### src/rtl/diag_pkg.sv
// Shared types for the diagnostic severity controller: severity/op encodings
// and the severity table word layout (two bits per diagnostic ID).
package diag_pkg;

    typedef enum logic [1:0] {
        SEV_IGNORE = 2'd0,
        SEV_WARN   = 2'd1,
        SEV_ERROR  = 2'd2,
        SEV_FATAL  = 2'd3
    } diag_sev_e;

    typedef enum logic [1:0] {
        OP_NOP  = 2'd0,
        OP_PUSH = 2'd1,
        OP_POP  = 2'd2,
        OP_SET  = 2'd3
    } diag_op_e;

    localparam diag_sev_e DIAG_SEV_DEFAULT = SEV_WARN;
    localparam int        DIAG_NUM_IDS     = 16;

    // Entry i occupies bits [2*i+1 : 2*i].
    typedef logic [2*DIAG_NUM_IDS-1:0] sev_tbl_t;

endpackage

### src/rtl/diag_table_stack.sv
// LIFO of whole severity-table words used to save/restore the active table.
// Callers must not push when full or pop when empty; such requests are dropped.
module diag_table_stack #(
    parameter int WIDTH = 32,
    parameter int DEPTH = 4,
    localparam int DW   = $clog2(DEPTH + 1)
) (
    input  logic             clk,
    input  logic             rst_n,
    input  logic             push,
    input  logic             pop,
    input  logic [WIDTH-1:0] wdata,
    output logic [WIDTH-1:0] rdata,
    output logic             full,
    output logic             empty,
    output logic [DW-1:0]    depth
);

    localparam int AW = (DEPTH > 1) ? $clog2(DEPTH) : 1;

    logic [WIDTH-1:0] mem_r [DEPTH];
    logic [DW-1:0]    depth_r;
    logic [DW-1:0]    top_s;

    assign full  = (depth_r == DW'(DEPTH));
    assign empty = (depth_r == {DW{1'b0}});
    assign depth = depth_r;

    // Top-of-stack read port, zero when nothing is saved.
    always_comb begin
        top_s = depth_r - {{(DW-1){1'b0}}, 1'b1};
        if (empty) begin
            rdata = {WIDTH{1'b0}};
        end else begin
            rdata = mem_r[top_s[AW-1:0]];
        end
    end

    // Storage writes on an accepted push.
    always_ff @(posedge clk or negedge rst_n) begin
        if (!rst_n) begin
            for (int i = 0; i < DEPTH; i++) begin
                mem_r[i] <= {WIDTH{1'b0}};
            end
        end else if (push && !full) begin
            mem_r[depth_r[AW-1:0]] <= wdata;
        end
    end

    // Occupancy tracking.
    always_ff @(posedge clk or negedge rst_n) begin
        if (!rst_n) begin
            depth_r <= {DW{1'b0}};
        end else if (push && !full) begin
            depth_r <= depth_r + {{(DW-1){1'b1}} & {(DW-1){1'b0}}, 1'b1};
        end else if (pop && !empty) begin
            depth_r <= depth_r - {{(DW-1){1'b0}}, 1'b1};
        end
    end

endmodule

### src/rtl/diag_severity_ctrl.sv
// Applies push/pop/set directives to a per-ID severity table and classifies
// diagnostic events against it, with saturating counters and sticky flags.
module diag_severity_ctrl
    import diag_pkg::*;
#(
    parameter int NUM_IDS     = 16,
    parameter int STACK_DEPTH = 4,
    parameter int CNT_W       = 16,
    localparam int ID_W       = $clog2(NUM_IDS),
    localparam int DEPTH_W    = $clog2(STACK_DEPTH + 1)
) (
    input  logic               clk,
    input  logic               rst_n,
    input  logic               cmd_valid,
    output logic               cmd_ready,
    input  logic [1:0]         cmd_op,
    input  logic [ID_W-1:0]    cmd_id,
    input  logic [1:0]         cmd_sev,
    input  logic               evt_valid,
    input  logic [ID_W-1:0]    evt_id,
    output logic               out_valid,
    output logic [ID_W-1:0]    out_id,
    output logic [1:0]         out_sev,
    output logic [CNT_W-1:0]   warn_cnt,
    output logic [CNT_W-1:0]   err_cnt,
    output logic               fatal_seen,
    output logic               stack_err,
    output logic [DEPTH_W-1:0] depth,
    input  logic               clear
);

    localparam logic [2*NUM_IDS-1:0] TBL_RESET = {NUM_IDS{2'(DIAG_SEV_DEFAULT)}};
    localparam logic [CNT_W-1:0]     CNT_MAX   = {CNT_W{1'b1}};

    logic [2*NUM_IDS-1:0] tbl_r;
    logic [2*NUM_IDS-1:0] stk_rdata_s;
    logic                 stk_full_s, stk_empty_s;
    logic                 stk_push_s, stk_pop_s, stk_err_s, set_ok_s;
    logic                 cmd_fire_s;
    logic                 evt_in_range_s, cmd_in_range_s;
    diag_sev_e            evt_sev_s;

    logic                 out_valid_r;
    logic [ID_W-1:0]      out_id_r;
    logic [1:0]           out_sev_r;
    logic [CNT_W-1:0]     warn_cnt_r, err_cnt_r;
    logic                 fatal_seen_r, stack_err_r, cmd_ready_r;

    // A power-of-two table has no unreachable IDs, so the range check folds away.
    if (NUM_IDS == (1 << ID_W)) begin : g_full_range
        assign evt_in_range_s = 1'b1;
        assign cmd_in_range_s = 1'b1;
    end else begin : g_part_range
        assign evt_in_range_s = (32'(evt_id) < NUM_IDS);
        assign cmd_in_range_s = (32'(cmd_id) < NUM_IDS);
    end

    diag_table_stack #(
        .WIDTH (2*NUM_IDS),
        .DEPTH (STACK_DEPTH)
    ) u_stack (
        .clk   (clk),
        .rst_n (rst_n),
        .push  (stk_push_s),
        .pop   (stk_pop_s),
        .wdata (tbl_r),
        .rdata (stk_rdata_s),
        .full  (stk_full_s),
        .empty (stk_empty_s),
        .depth (depth)
    );

    // Command decode; stack misuse raises an error instead of moving the stack.
    always_comb begin
        cmd_fire_s = cmd_valid && cmd_ready_r;
        stk_push_s = 1'b0;
        stk_pop_s  = 1'b0;
        stk_err_s  = 1'b0;
        set_ok_s   = 1'b0;
        if (cmd_fire_s) begin
            case (diag_op_e'(cmd_op))
                OP_PUSH: begin
                    stk_push_s = !stk_full_s;
                    stk_err_s  = stk_full_s;
                end
                OP_POP: begin
                    stk_pop_s = !stk_empty_s;
                    stk_err_s = stk_empty_s;
                end
                OP_SET:  set_ok_s = cmd_in_range_s;
                default: set_ok_s = 1'b0;
            endcase
        end else begin
            set_ok_s = 1'b0;
        end
    end

    // Event lookup uses the table before any same-cycle command lands.
    always_comb begin
        evt_sev_s = DIAG_SEV_DEFAULT;
        if (evt_in_range_s) begin
            evt_sev_s = diag_sev_e'(tbl_r[{evt_id, 1'b0} +: 2]);
        end else begin
            evt_sev_s = DIAG_SEV_DEFAULT;
        end
    end

    // Active severity table.
    always_ff @(posedge clk or negedge rst_n) begin
        if (!rst_n) begin
            tbl_r <= TBL_RESET;
        end else if (stk_pop_s) begin
            tbl_r <= stk_rdata_s;
        end else if (set_ok_s) begin
            tbl_r[{cmd_id, 1'b0} +: 2] <= cmd_sev;
        end
    end

    // Classified event output stage.
    always_ff @(posedge clk or negedge rst_n) begin
        if (!rst_n) begin
            out_valid_r <= 1'b0;
            out_id_r    <= {ID_W{1'b0}};
            out_sev_r   <= 2'(DIAG_SEV_DEFAULT);
        end else begin
            out_valid_r <= evt_valid;
            if (evt_valid) begin
                out_id_r  <= evt_id;
                out_sev_r <= 2'(evt_sev_s);
            end
        end
    end

    // Counters and sticky flags; clear overrides anything arriving the same cycle.
    always_ff @(posedge clk or negedge rst_n) begin
        if (!rst_n) begin
            warn_cnt_r   <= {CNT_W{1'b0}};
            err_cnt_r    <= {CNT_W{1'b0}};
            fatal_seen_r <= 1'b0;
            stack_err_r  <= 1'b0;
            cmd_ready_r  <= 1'b1;
        end else if (clear) begin
            warn_cnt_r   <= {CNT_W{1'b0}};
            err_cnt_r    <= {CNT_W{1'b0}};
            fatal_seen_r <= 1'b0;
            stack_err_r  <= 1'b0;
            cmd_ready_r  <= 1'b1;
        end else begin
            if (evt_valid) begin
                case (evt_sev_s)
                    SEV_WARN: begin
                        if (warn_cnt_r != CNT_MAX) warn_cnt_r <= warn_cnt_r + {{(CNT_W-1){1'b0}}, 1'b1};
                    end
                    SEV_ERROR: begin
                        if (err_cnt_r != CNT_MAX) err_cnt_r <= err_cnt_r + {{(CNT_W-1){1'b0}}, 1'b1};
                    end
                    SEV_FATAL: begin
                        fatal_seen_r <= 1'b1;
                        cmd_ready_r  <= 1'b0;
                    end
                    default: begin
                        fatal_seen_r <= fatal_seen_r;
                    end
                endcase
            end
            if (stk_err_s) begin
                stack_err_r <= 1'b1;
            end
        end
    end

    assign cmd_ready  = cmd_ready_r;
    assign out_valid  = out_valid_r;
    assign out_id     = out_id_r;
    assign out_sev    = out_sev_r;
    assign warn_cnt   = warn_cnt_r;
    assign err_cnt    = err_cnt_r;
    assign fatal_seen = fatal_seen_r;
    assign stack_err  = stack_err_r;

endmodule

### config.mk
export PLATFORM = sky130hd
export DESIGN_NAME = diag_severity_ctrl
export DESIGN_NICKNAME = d
export VERILOG_FILES = /design/src/rtl/diag_pkg.sv /design/src/rtl/diag_table_stack.sv /design/src/rtl/diag_severity_ctrl.sv
export SDC_FILE = /design/constraint.sdc
export NUM_CORES = 1
export LEC_CHECK = 0
export CORE_MARGIN = 1.5
export CORE_UTILIZATION = 38
export CTS_CLUSTER_DIAMETER = 80
export DETAILED_ROUTE_END_ITERATION = 8
export PLACE_DENSITY = 0.55
export RECOVER_POWER = 25
export SYNTH_ARGS = -nofsm -noshare
export SYNTH_HDL_FRONTEND = slang
export SYNTH_SLANG_ARGS = --single-unit
export TNS_END_PERCENT = 10
### constraint.sdc
create_clock -name clk -period 4.08 [get_ports clk]
set_input_delay 1.224 -clock clk [delete_from_list [all_inputs] [get_ports clk]]
set_output_delay 1.224 -clock clk [all_outputs]
set_load 0.05 [all_outputs]
# --- Word level (Yosys, flattened, before mapping) ---
# Cells that the tools add are included.
word_totals:
  output_inout_bits: 45
  reg_bits: 205
  in_bits: 17
  elab_cells: 91
op_classes:
  shift: 3
  n_bitwise: 2
  n_reduce_logical: 19
  magnitude_cmp: 3
  n_eq_ne: 9
  n_addsub: 5
  muxes: 36
ops:
  columns: ["op", "n"]
  rows:
  - ["two-way mux 32 bit", 6]
  - ["bitwise mux 128 bit", 1]
  - ["two-way mux 16 bit", 8]
  - ["binary-select mux 32 bit (select 2 bit)", 1]
  - ["demux 32 bit (select 2 bit)", 1]
  - ["adder 16 x 1 -> 16 bit, second input constant", 2]
  - ["bitwise mux 32 bit", 1]
  - ["inequality test 16 bit, second input constant", 2]
  - ["variable shift 2 x 7 -> 32 bit, first input constant", 1]
  - ["indexed part select 2 x 7 -> 32 bit", 1]
  - ["indexed part select 32 x 6 -> 2 bit", 1]
  - ["nonzero test 2 bit", 9]
  - ["two-way mux 1 bit", 15]
  - ["== test 2 bit, second input constant", 4]
  - ["negation 5 -> 7 bit", 1]
  - [">= comparator 3 bit, second input constant", 2]
  - ["two-way mux 3 bit", 2]
  - ["NOT 2 -> 3 bit", 2]
  - ["AND reduction 3 bit", 2]
  - ["== test 2 x 1 -> 1 bit, second input constant", 2]
  - ["logical AND 1 bit", 4]
  - ["adder 3 x 1 -> 3 bit, second input constant", 1]
  - ["== test 3 bit, second input constant", 1]
  - ["zero test 3 bit", 1]
  - ["other kinds (5)", 6]

# --- Longest topological paths before layout ---
# Gate-level depths: netlist of the first run.
logic_depth:
  word_depth: 7
  depth_mapped: 11
  depth_no_buf: 8

# --- Hierarchy ---
# A second synthesis of the first run with hierarchy kept.
hier_totals:
  hier_cells: 841
  hier_area_um2: 10410.0
modules_own_cells:
  columns: ["module", "seq_area_each_um2", "instances", "area_per_inst_um2", "cells_per_inst"]
  rows:
  - ["diag_table_stack", 3278.1, 1, 6097.1, 383]
  - ["diag_severity_ctrl", 1874.3, 1, 4312.9, 458]

# --- Least setup slack after synthesis of the first run ---
# No wires, ideal clock.
synth_timing:
  path_kind: "register -> register"
  startpoint: "reg u_stack.depth_r[0], in the netlist u_stack.depth[0]"
  endpoint: "reg tbl_r[12]"
  arrival_ns: 3.111
  path_stages_with_launch: 12
  setup_slack_ns: 0.890
  cell_sequence: "dfrtp_1 clkbuf_1 buf_1 inv_1 ha_1 nand2b_1 and3_1 clkbuf_1 clkbuf_1 clkbuf_1 nand2_1 o21ai_0"
synth_between:
  elab_chain_len: 7
  elab_cells_between_ends: 12
  cone_classes: "add/sub (1); mux (7); bitwise (1); reduce/logical (3)"
synth_lines:
  columns: ["element", "line", "rtl"]
  rows:
  - ["from (decl)", "diag_table_stack.sv:22", "logic [DW-1:0] depth_r;"]
  - ["from (signal assigned)", "diag_table_stack.sv:53", "depth_r <= {DW{1'b0}};"]
  - ["from (signal assigned)", "diag_table_stack.sv:55", "depth_r <= depth_r + {{(DW-1){1'b1}} & {(DW-1){1'b0}}, 1'b1};"]
  - ["from (signal assigned)", "diag_table_stack.sv:57", "depth_r <= depth_r - {{(DW-1){1'b0}}, 1'b1};"]
  - ["subtractor 3 x 1 -> 3 bit", "diag_table_stack.sv:31", "top_s = depth_r - {{(DW-1){1'b0}}, 1'b1};"]
  - ["net u_stack.top_s[0]", "diag_table_stack.sv:23", "logic [DW-1:0] top_s;"]
  - ["NOT 2 -> 3 bit (not written as such)", "diag_table_stack.sv:35", "rdata = mem_r[top_s[AW-1:0]];"]
  - ["binary-select mux 32 bit (select 2 bit)", "diag_table_stack.sv:35", null]
  - ["two-way mux 32 bit (not written as such) (2 in series)", "diag_table_stack.sv:35", null]
  - ["two-way mux 32 bit", "diag_table_stack.sv:32", "if (empty) begin"]
  - ["two-way mux 32 bit", "diag_severity_ctrl.sv:112", "end else if (stk_pop_s) begin"]
  - ["to (signal assigned)", "diag_severity_ctrl.sv:113", "tbl_r <= stk_rdata_s;"]
  - ["to (signal, indexed assignment)", "diag_severity_ctrl.sv:115", "tbl_r[{cmd_id, 1'b0} +: 2] <= cmd_sev;"]
  - ["to (decl)", "diag_severity_ctrl.sv:35", "logic [2*NUM_IDS-1:0] tbl_r;"]
# The timed path passes the listed nets, and every way through them passes these cells. The select of a mux whose other input is x is not followed.
# A chain may end at the register's enable or synchronous reset.

# --- Worst setup path after layout of the first run ---
layout_timing:
  startpoint: "in evt_id[2]"
  endpoint: "reg err_cnt_r[3], in the netlist err_cnt[3]"
layout_between:
  elab_chain_len: 4
layout_lines:
  columns: ["element", "line", "rtl"]
  rows:
  - ["from (decl)", "diag_severity_ctrl.sv:20", "input logic [ID_W-1:0] evt_id,"]
  - ["indexed part select 32 x 6 -> 2 bit", "diag_severity_ctrl.sv:102", "evt_sev_s = diag_sev_e'(tbl_r[{evt_id, 1'b0} +: 2]);"]
  - ["== test 2 bit", "diag_severity_ctrl.sv:150", "case (evt_sev_s)"]
  - ["nonzero test 2 bit (no line)", null, null]
  - ["AND reduction 3 bit (no line)", null, null]
  - ["to (signal assigned)", "diag_severity_ctrl.sv:138", "err_cnt_r <= {CNT_W{1'b0}};"]
  - ["to (signal assigned)", "diag_severity_ctrl.sv:144", "err_cnt_r <= {CNT_W{1'b0}};"]
  - ["to (signal assigned)", "diag_severity_ctrl.sv:155", "if (err_cnt_r != CNT_MAX) err_cnt_r <= err_cnt_r + {{(CNT_W-1){1'b0}}, 1'b1};"]
  - ["to (decl)", "diag_severity_ctrl.sv:46", "logic [CNT_W-1:0] warn_cnt_r, err_cnt_r;"]
# No other way between the ends.

==> results of run 1 <==
-- per-stage QoR --
step	hold WS (ns)	setup WS [ns]	power (mW)
3_3_place_gp	0.4816	0.1591	3.605
6_report	0.4979	0.6888	5.662
5_1_grt	0.5081	0.5349	5.933
2_1_floorplan	0.4558	0.8901	3.203
3_5_place_dp	0.4841	0.1323	3.614
4_1_cts	0.4968	0.6727	5.748
-- cells in the mapped netlist (all sizes together) (4+ instances only) --
| cell | n |
|---|---|
| ha | 13 |
| nand2 | 77 |
| nand3 | 20 |
| inv | 17 |
| buf | 18 |
| mux2i | 30 |
| o21ai | 39 |
| dfrtp | 187 |
| nor3 | 6 |
| and3 | 7 |
| mux2 | 137 |
| mux4 | 35 |
| clkbuf | 27 |
| a22oi | 4 |
| a32oi | 4 |
| nor2 | 22 |
| dfstp | 18 |
| and2 | 5 |
| o31ai | 11 |
| nand4 | 13 |
| or3 | 12 |
| a31oi | 5 |
| nand2b | 7 |
| or4 | 12 |
| a21oi | 31 |
| a21o | 4 |
-- metal layers --
metal / wire (um) / vias to the layer above / global-route usage
li1: - / 3054 / -
met1: 10920 / 3356 / 0.2529
met2: 11090 / 92 / 0.2863
met3: 669 / 21 / 0.02160
met4: 325 / 0 / 0.03972
met5: 0 / - / 0
-- final cells by class --
type	instances	area, um^2
fillers	2352	14090
flip-flops and latches	205	5154
multi-input cells	524	4539
repair buffers	86	855.8
clock buffers	38	724.4
well taps	335	419.2
inverters	17	63.81
clock inverters	6	61.31
-- worst paths after layout --
check	startpoint	to	cells past startpoint	slack, ns
max	evt_id[2]	err_cnt[3]	9	0.69
min	u_stack.mem_r[89]	u_stack.mem_r[89]	1	0.50
max reg2reg	tbl_r[12]	warn_cnt[8]	6	1.47
min reg2reg	u_stack.mem_r[89]	u_stack.mem_r[89]	1	0.50
max in group asynchronous	rst_n	u_stack.depth[0]	1	1.11
min in group asynchronous	rst_n	err_cnt[5]	1	1.40
-- sequential cells by signal, indices dropped and copies added (netlist names), 2 cells and up --
| signal | flops |
|---|---|
| out_id | 4 |
| err_cnt | 16 |
| u_stack.depth | 3 |
| tbl_r | 32 |
| out_sev | 2 |
| u_stack.mem_r | 128 |
| warn_cnt | 16 |
-- report_power, final --
group,internal [mW],switching [mW]
clock,1.28,0.827
combinational,0.500,0.662
sequential,2.23,0.161
total,4.01,1.65
-- cell families (layout without fill, tap and decap cells) --
family	count (synthesis)	count (layout)	synth area share
AOI/OAI and AO/OA	112	112	0.07127
xor gates and xnor gates	6	6	0.005280
adders and majority gates	13	13	0.01634
buffers and inverters	62	147	0.02753
DFF	205	205	0.5176
muxes	202	202	0.2656
and+or+nand+nor	191	191	0.09641
==> metrics.json, run 1 <==
{
  "synth_top_area_cells": "sky130_fd_sc_hd__dfrtp_1, sky130_fd_sc_hd__mux2_2, sky130_fd_sc_hd__mux4_2, sky130_fd_sc_hd__dfstp_2, sky130_fd_sc_hd__mux2i_1",
  "max_slew_margin": -0.5786,
  "worstSetupEndpointType": "register",
  "layout.cell_area.non_filler_um2": 11820,
  "post_layout_nonfiller_instances": 1211,
  "die_footprint_um2": 27180,
  "setup-violations-final": 0,
  "arrival_ns": 3.81,
  "tritoncts_num_sinks": 205,
  "total_of_hold_buffers_inserted_after_clock_tree_synthesis": 0,
  "grt_first_pass_wirelength_mm": 37.18,
  "yosys.area.top_type_share": 0.4701,
  "post-cts-setup-buffer-count": 0,
  "detailedPlacementHpwl_mm": 14.92,
  "rows": 59,
  "global_route.overflow_total": 0,
  "nets": 888,
  "min_period_over_period": 0.8312,
  "critPathRequiredTime_ns": 4.50,
  "timing.final.max_slew_violations": 90,
  "cts_tree": "yes",
  "routed_via_count": 6523,
  "fp.coreArea_um2": 25910,
  "post_cts.resized_instances": 0,
  "finalSetupTns_ns": 0,
  "layout.core_utilization": 0.4561,
  "max_buffers_root_to_sink": 3,
  "timing.max_cap.violations": 1,
  "total_leakage_power_nw": 5.288,
  "place.gp.congestion": 0.7881,
  "slowest_stage": "sky130_fd_sc_hd__mux4_2",
  "ir_drop_uv": 355.2,
  "remaining_antenna_violation_count": 0,
  "route.detailed.wl_per_inst_um": 18.99,
  "worst_setup_path_start_kind": "input port",
  "distinct_cell_type_count_of_the_synthesized_netlist": 52,
  "yosys_warnings": 0,
  "placement.io_buffers": 61,
  "layout_common_cells": "sky130_fd_sc_hd__dfrtp_1, sky130_fd_sc_hd__mux2_2, sky130_fd_sc_hd__nand2_1, sky130_fd_sc_hd__clkdlybuf4s50_1, sky130_fd_sc_hd__o21ai_0",
  "io-pin-count": 62,
  "critical-path-max-stage-delay_ns": 0.54,
  "syn_area_per_cell_um2": 12.58,
  "final_hold_viol_count": 0,
  "insertion_delay_of_the_later_clocked_pin_in_the_worst_skew_pair_ns": 0.51,
  "totalWireLength_mm": 23.00,
  "grt_setup_unrepaired": "no",
  "post_synth_instance_area_um2": 9955,
  "htree_levels": 1,
  "via_count_of_the_first_global_routing_pass": 6446,
  "netlist.top_cell.by_area": "sky130_fd_sc_hd__dfrtp_1",
  "mostFrequentLayoutCell": "sky130_fd_sc_hd__dfrtp_1",
  "ys.flop_type": "sky130_fd_sc_hd__dfrtp_1",
  "synthesis.instances": 791,
  "synthArstFlopShare": 1.000,
  "root_buffer": "sky130_fd_sc_hd__clkbuf_16",
  "seq_area_frac_synth": 0.5176,
  "crit_family": "buffers and inverters",
  "finalWorstPathRequiredPeriod_ns": 3.391,
  "initial_antenna_violation_count": 0,
  "clk_pin_slew_ns": 0.06,
  "grt_max_degree": 92,
  "placed_cell_area_um2": 11040,
  "crit_fanout": 15,
  "cts_inserted_buffers": 24,
  "groute.usage.overall": 0.1764,
  "result_of_the_run": "finished with violations",
  "failed_checks": "max-capacitance violations, max-slew violations",
  "initial_core_utilization": 0.3842,
  "via_per_inst": 5.386,
  "drt_first_iter_violations": 395,
  "crit_buf_inv": 3,
  "fin_skew_ns": 0.008045,
  "drc": 0,
  "layout-area-overhead-vs-synth_pct": 18.72,
  "cellPowerDensity_nw_per_um2": 479.1,
  "synth_seq_cells": 205,
  "holdCritPathClass": "register to register",
  "crit_path_cell_trace": "clkdlybuf4s50_1 > buf_12 > mux4_2 > mux2i_4 > nand4b_1 > a21o_1 > buf_4 > or3_1 > a21oi_1",
  "syn-num-nets": 821,
  "antenna-diode-count": 0,
  "number_of_placed_instances_taps_included": 1167,
  "synth-edff-count": 0,
  "worst_slew_pin_slew_ns": 2.368,
  "die_h_um": 164.9,
  "setup.worst_path.class": "input port to register",
  "die-width_um": 164.9,
  "drt-pass1-iter-count": 4,
  "post_route_cells_drive_above_1_share": 0.2991,
  "fmax_mhz": 294.9
}
(Power assumes the default switching activity.)
==> run 2, diff against run 1 <==
clock period = 3.55 ns   (was 4.08 ns; I/O delays follow)
==> run 2 against run 1 <==
The flow still finishes with violations (max-capacitance violations, max-slew violations). Routed wire length is 3.4% higher. Sequential cell count stayed put. Utilization is 0.43 points higher. Total power is 13% higher. Critical path type unchanged. Largest power group unchanged.
==> metrics.json, run 2 (synthesized netlist as in run 1, its figures left out) <==
{
  "grt_first_pass_wirelength_mm": 38.85,
  "finalWorstPathRequiredPeriod_ns": 3.226,
  "layout-area-overhead-vs-synth_pct": 19.83,
  "largest_reg_flops": 128,
  "worst_slew_pin_slew_ns": 2.100,
  "die-width_um": 164.9,
  "ir_drop_uv": 683.2,
  "detailedPlacementHpwl_mm": 15.69,
  "clk_pin_slew_ns": 0.06,
  "multi_input_area_um2": 4539,
  "post_cts.resized_instances": 0,
  "htree_levels": 1,
  "drc": 0,
  "area_taken_by_flip_flops_and_latches_um2": 5154,
  "worst_setup_path_start_kind": "input port",
  "hold_path_depth": 2,
  "worstSetupEndpointType": "register",
  "holdCritPathClass": "register to register",
  "total_leakage_power_nw": 5.371,
  "mostFrequentLayoutCell": "sky130_fd_sc_hd__dfrtp_1",
  "largest_registers": "u_stack.mem_r: 128 flops, tbl_r: 32 flops",
  "total_of_hold_buffers_inserted_after_clock_tree_synthesis": 0,
  "layout_common_cells": "sky130_fd_sc_hd__dfrtp_1, sky130_fd_sc_hd__mux2_2, sky130_fd_sc_hd__nand2_1, sky130_fd_sc_hd__clkdlybuf4s50_1, sky130_fd_sc_hd__buf_4",
  "setup.worst_path.class": "input port to register",
  "r2r_cells": 7,
  "power_switching_mw": 1.885,
  "route.detailed.wl_per_inst_um": 19.32,
  "final_layout_fill_cell_count": 2374,
  "via_count_of_the_first_global_routing_pass": 6876,
  "post-cts-setup-buffer-count": 0,
  "layout.core_utilization": 0.4604,
  "routed-wl-met2_mm": 11.71,
  "place.gp.congestion": 0.8208,
  "drt-pass1-iter-count": 5,
  "tritoncts_num_sinks": 205,
  "max_buffers_root_to_sink": 3,
  "die_h_um": 164.9,
  "routed_via_count": 6627,
  "min_period_over_period": 0.9087,
  "global_route.overflow_total": 0,
  "groute.usage.overall": 0.1843,
  "p_clk_frac": 0.354,
  "cts_tree": "yes",
  "initial_core_utilization": 0.3842,
  "rows": 59,
  "routed_met3_length_um": 636,
  "nets": 910,
  "finalSetupTns_ns": 0,
  "setup-violations-final": 0,
  "via_per_inst": 5.383,
  "grt_setup_unrepaired": "no",
  "failed_checks": "max-capacitance violations, max-slew violations",
  "antenna-diode-count": 0,
  "p_seq_frac": 0.430,
  "fp.coreArea_um2": 25910,
  "cellPowerDensity_nw_per_um2": 538.4,
  "cell_internal_pwr_mw": 4.538,
  "pwr-share-comb": 0.216,
  "maxUsedRoutingLayer": "met4",
  "drt-met1-wl_mm": 11.10,
  "arrival_ns": 3.62,
  "fmax_mhz": 310.0,
  "max_slew_margin": -0.3997,
  "cts_inserted_buffers": 23,
  "critPathRequiredTime_ns": 3.95,
  "die_footprint_um2": 27180,
  "placement.io_buffers": 61,
  "totalWireLength_mm": 23.79,
  "grt_max_degree": 82,
  "timing.final.max_slew_violations": 81,
  "drt_first_iter_violations": 393,
  "io-pin-count": 62,
  "crit_fanout": 10,
  "insertion_delay_of_the_later_clocked_pin_in_the_worst_skew_pair_ns": 0.50,
  "result_of_the_run": "finished with violations",
  "root_buffer": "sky130_fd_sc_hd__clkbuf_16",
  "initial_antenna_violation_count": 0,
  "timing.max_cap.violations": 1,
  "largest-register": "u_stack.mem_r",
  "swShare": 0.2935,
  "post_route_cells_drive_above_1_share": 0.3136,
  "fin_skew_ns": 0.01948,
  "final_hold_viol_count": 0,
  "remaining_antenna_violation_count": 0
}
-- run 2: area by class of cell --
cell class	count	area share
timing repair buffer	109	0.08622
multi-input combinational	524	0.3805
tap	335	0.03514
clock inverter	1	0.0004196
inverter	17	0.005349
clock buffer	40	0.06031
sequential	205	0.4320
-- run 2: worst paths after layout --
kind	slack, ns	startpoint	to
min in group asynchronous	1.16	rst_n	err_cnt[4]
max	0.32	evt_id[2]	err_cnt[3]
max reg2reg	1.01	err_cnt[6]	err_cnt[3]
max in group asynchronous	0.69	rst_n	u_stack.mem_r[7]
min reg2reg	0.50	tbl_r[18]	tbl_r[18]
min	0.50	tbl_r[18]	tbl_r[18]
-- run 2: critical path, cell delays in order --
cell and delay (ns):
sky130_fd_sc_hd__clkdlybuf4s50_1 0.45, sky130_fd_sc_hd__buf_4 0.16, sky130_fd_sc_hd__mux4_2 0.54, sky130_fd_sc_hd__mux2i_4 0.18
sky130_fd_sc_hd__nand4b_1 0.16, sky130_fd_sc_hd__a21o_1 0.31, sky130_fd_sc_hd__buf_4 0.21, sky130_fd_sc_hd__or3_1 0.35
sky130_fd_sc_hd__a21oi_1 0.18
-- run 2: power groups by stage --
stage	logic (mW)	registers (mW)	clock network, mW
final	1.39	2.76	2.28
after floorplan	0.869	2.81	0
after global placement	1.40	2.80	0
after CTS	1.42	2.76	2.35
after detailed placement	1.42	2.80	0
after global routing	1.50	2.79	2.43
-- run 2: through the flow --
| stage | area [um^2] | power (mW) | setup slack, ns | hold WS, ns | std cells |
|---|---|---|---|---|---|
| after floorplan | 9955 | 3.682 | 0.3601 | 0.4558 | 791 |
| after global placement | 11230 | 4.202 | -0.09426 | 0.4828 | 1190 |
| after detailed placement | 11230 | 4.215 | -0.1233 | 0.4847 | 1190 |
| after CTS | 11950 | 6.525 | 0.3303 | 0.4944 | 1231 |
| after global routing | 11930 | 6.728 | 0.1735 | 0.5128 | 1231 |
| final | 11930 | 6.423 | 0.3241 | 0.4952 | 1231 |
-- run 2: per-layer routing --
| metal | track usage | up-vias |
|---|---|---|
| li1 | - | 3075 |
| met1 | 0.2619 | 3447 |
| met2 | 0.3039 | 82 |
| met3 | 0.02336 | 23 |
| met4 | 0.03604 | 0 |
| met5 | 0 | - |
==> run 3, diff against run 2 <==
GPL_ROUTABILITY_DRIVEN = 0   (was unset)
==> results of run 3 <==
The final DEF is identical to that of run 2; final timing and power are the same.
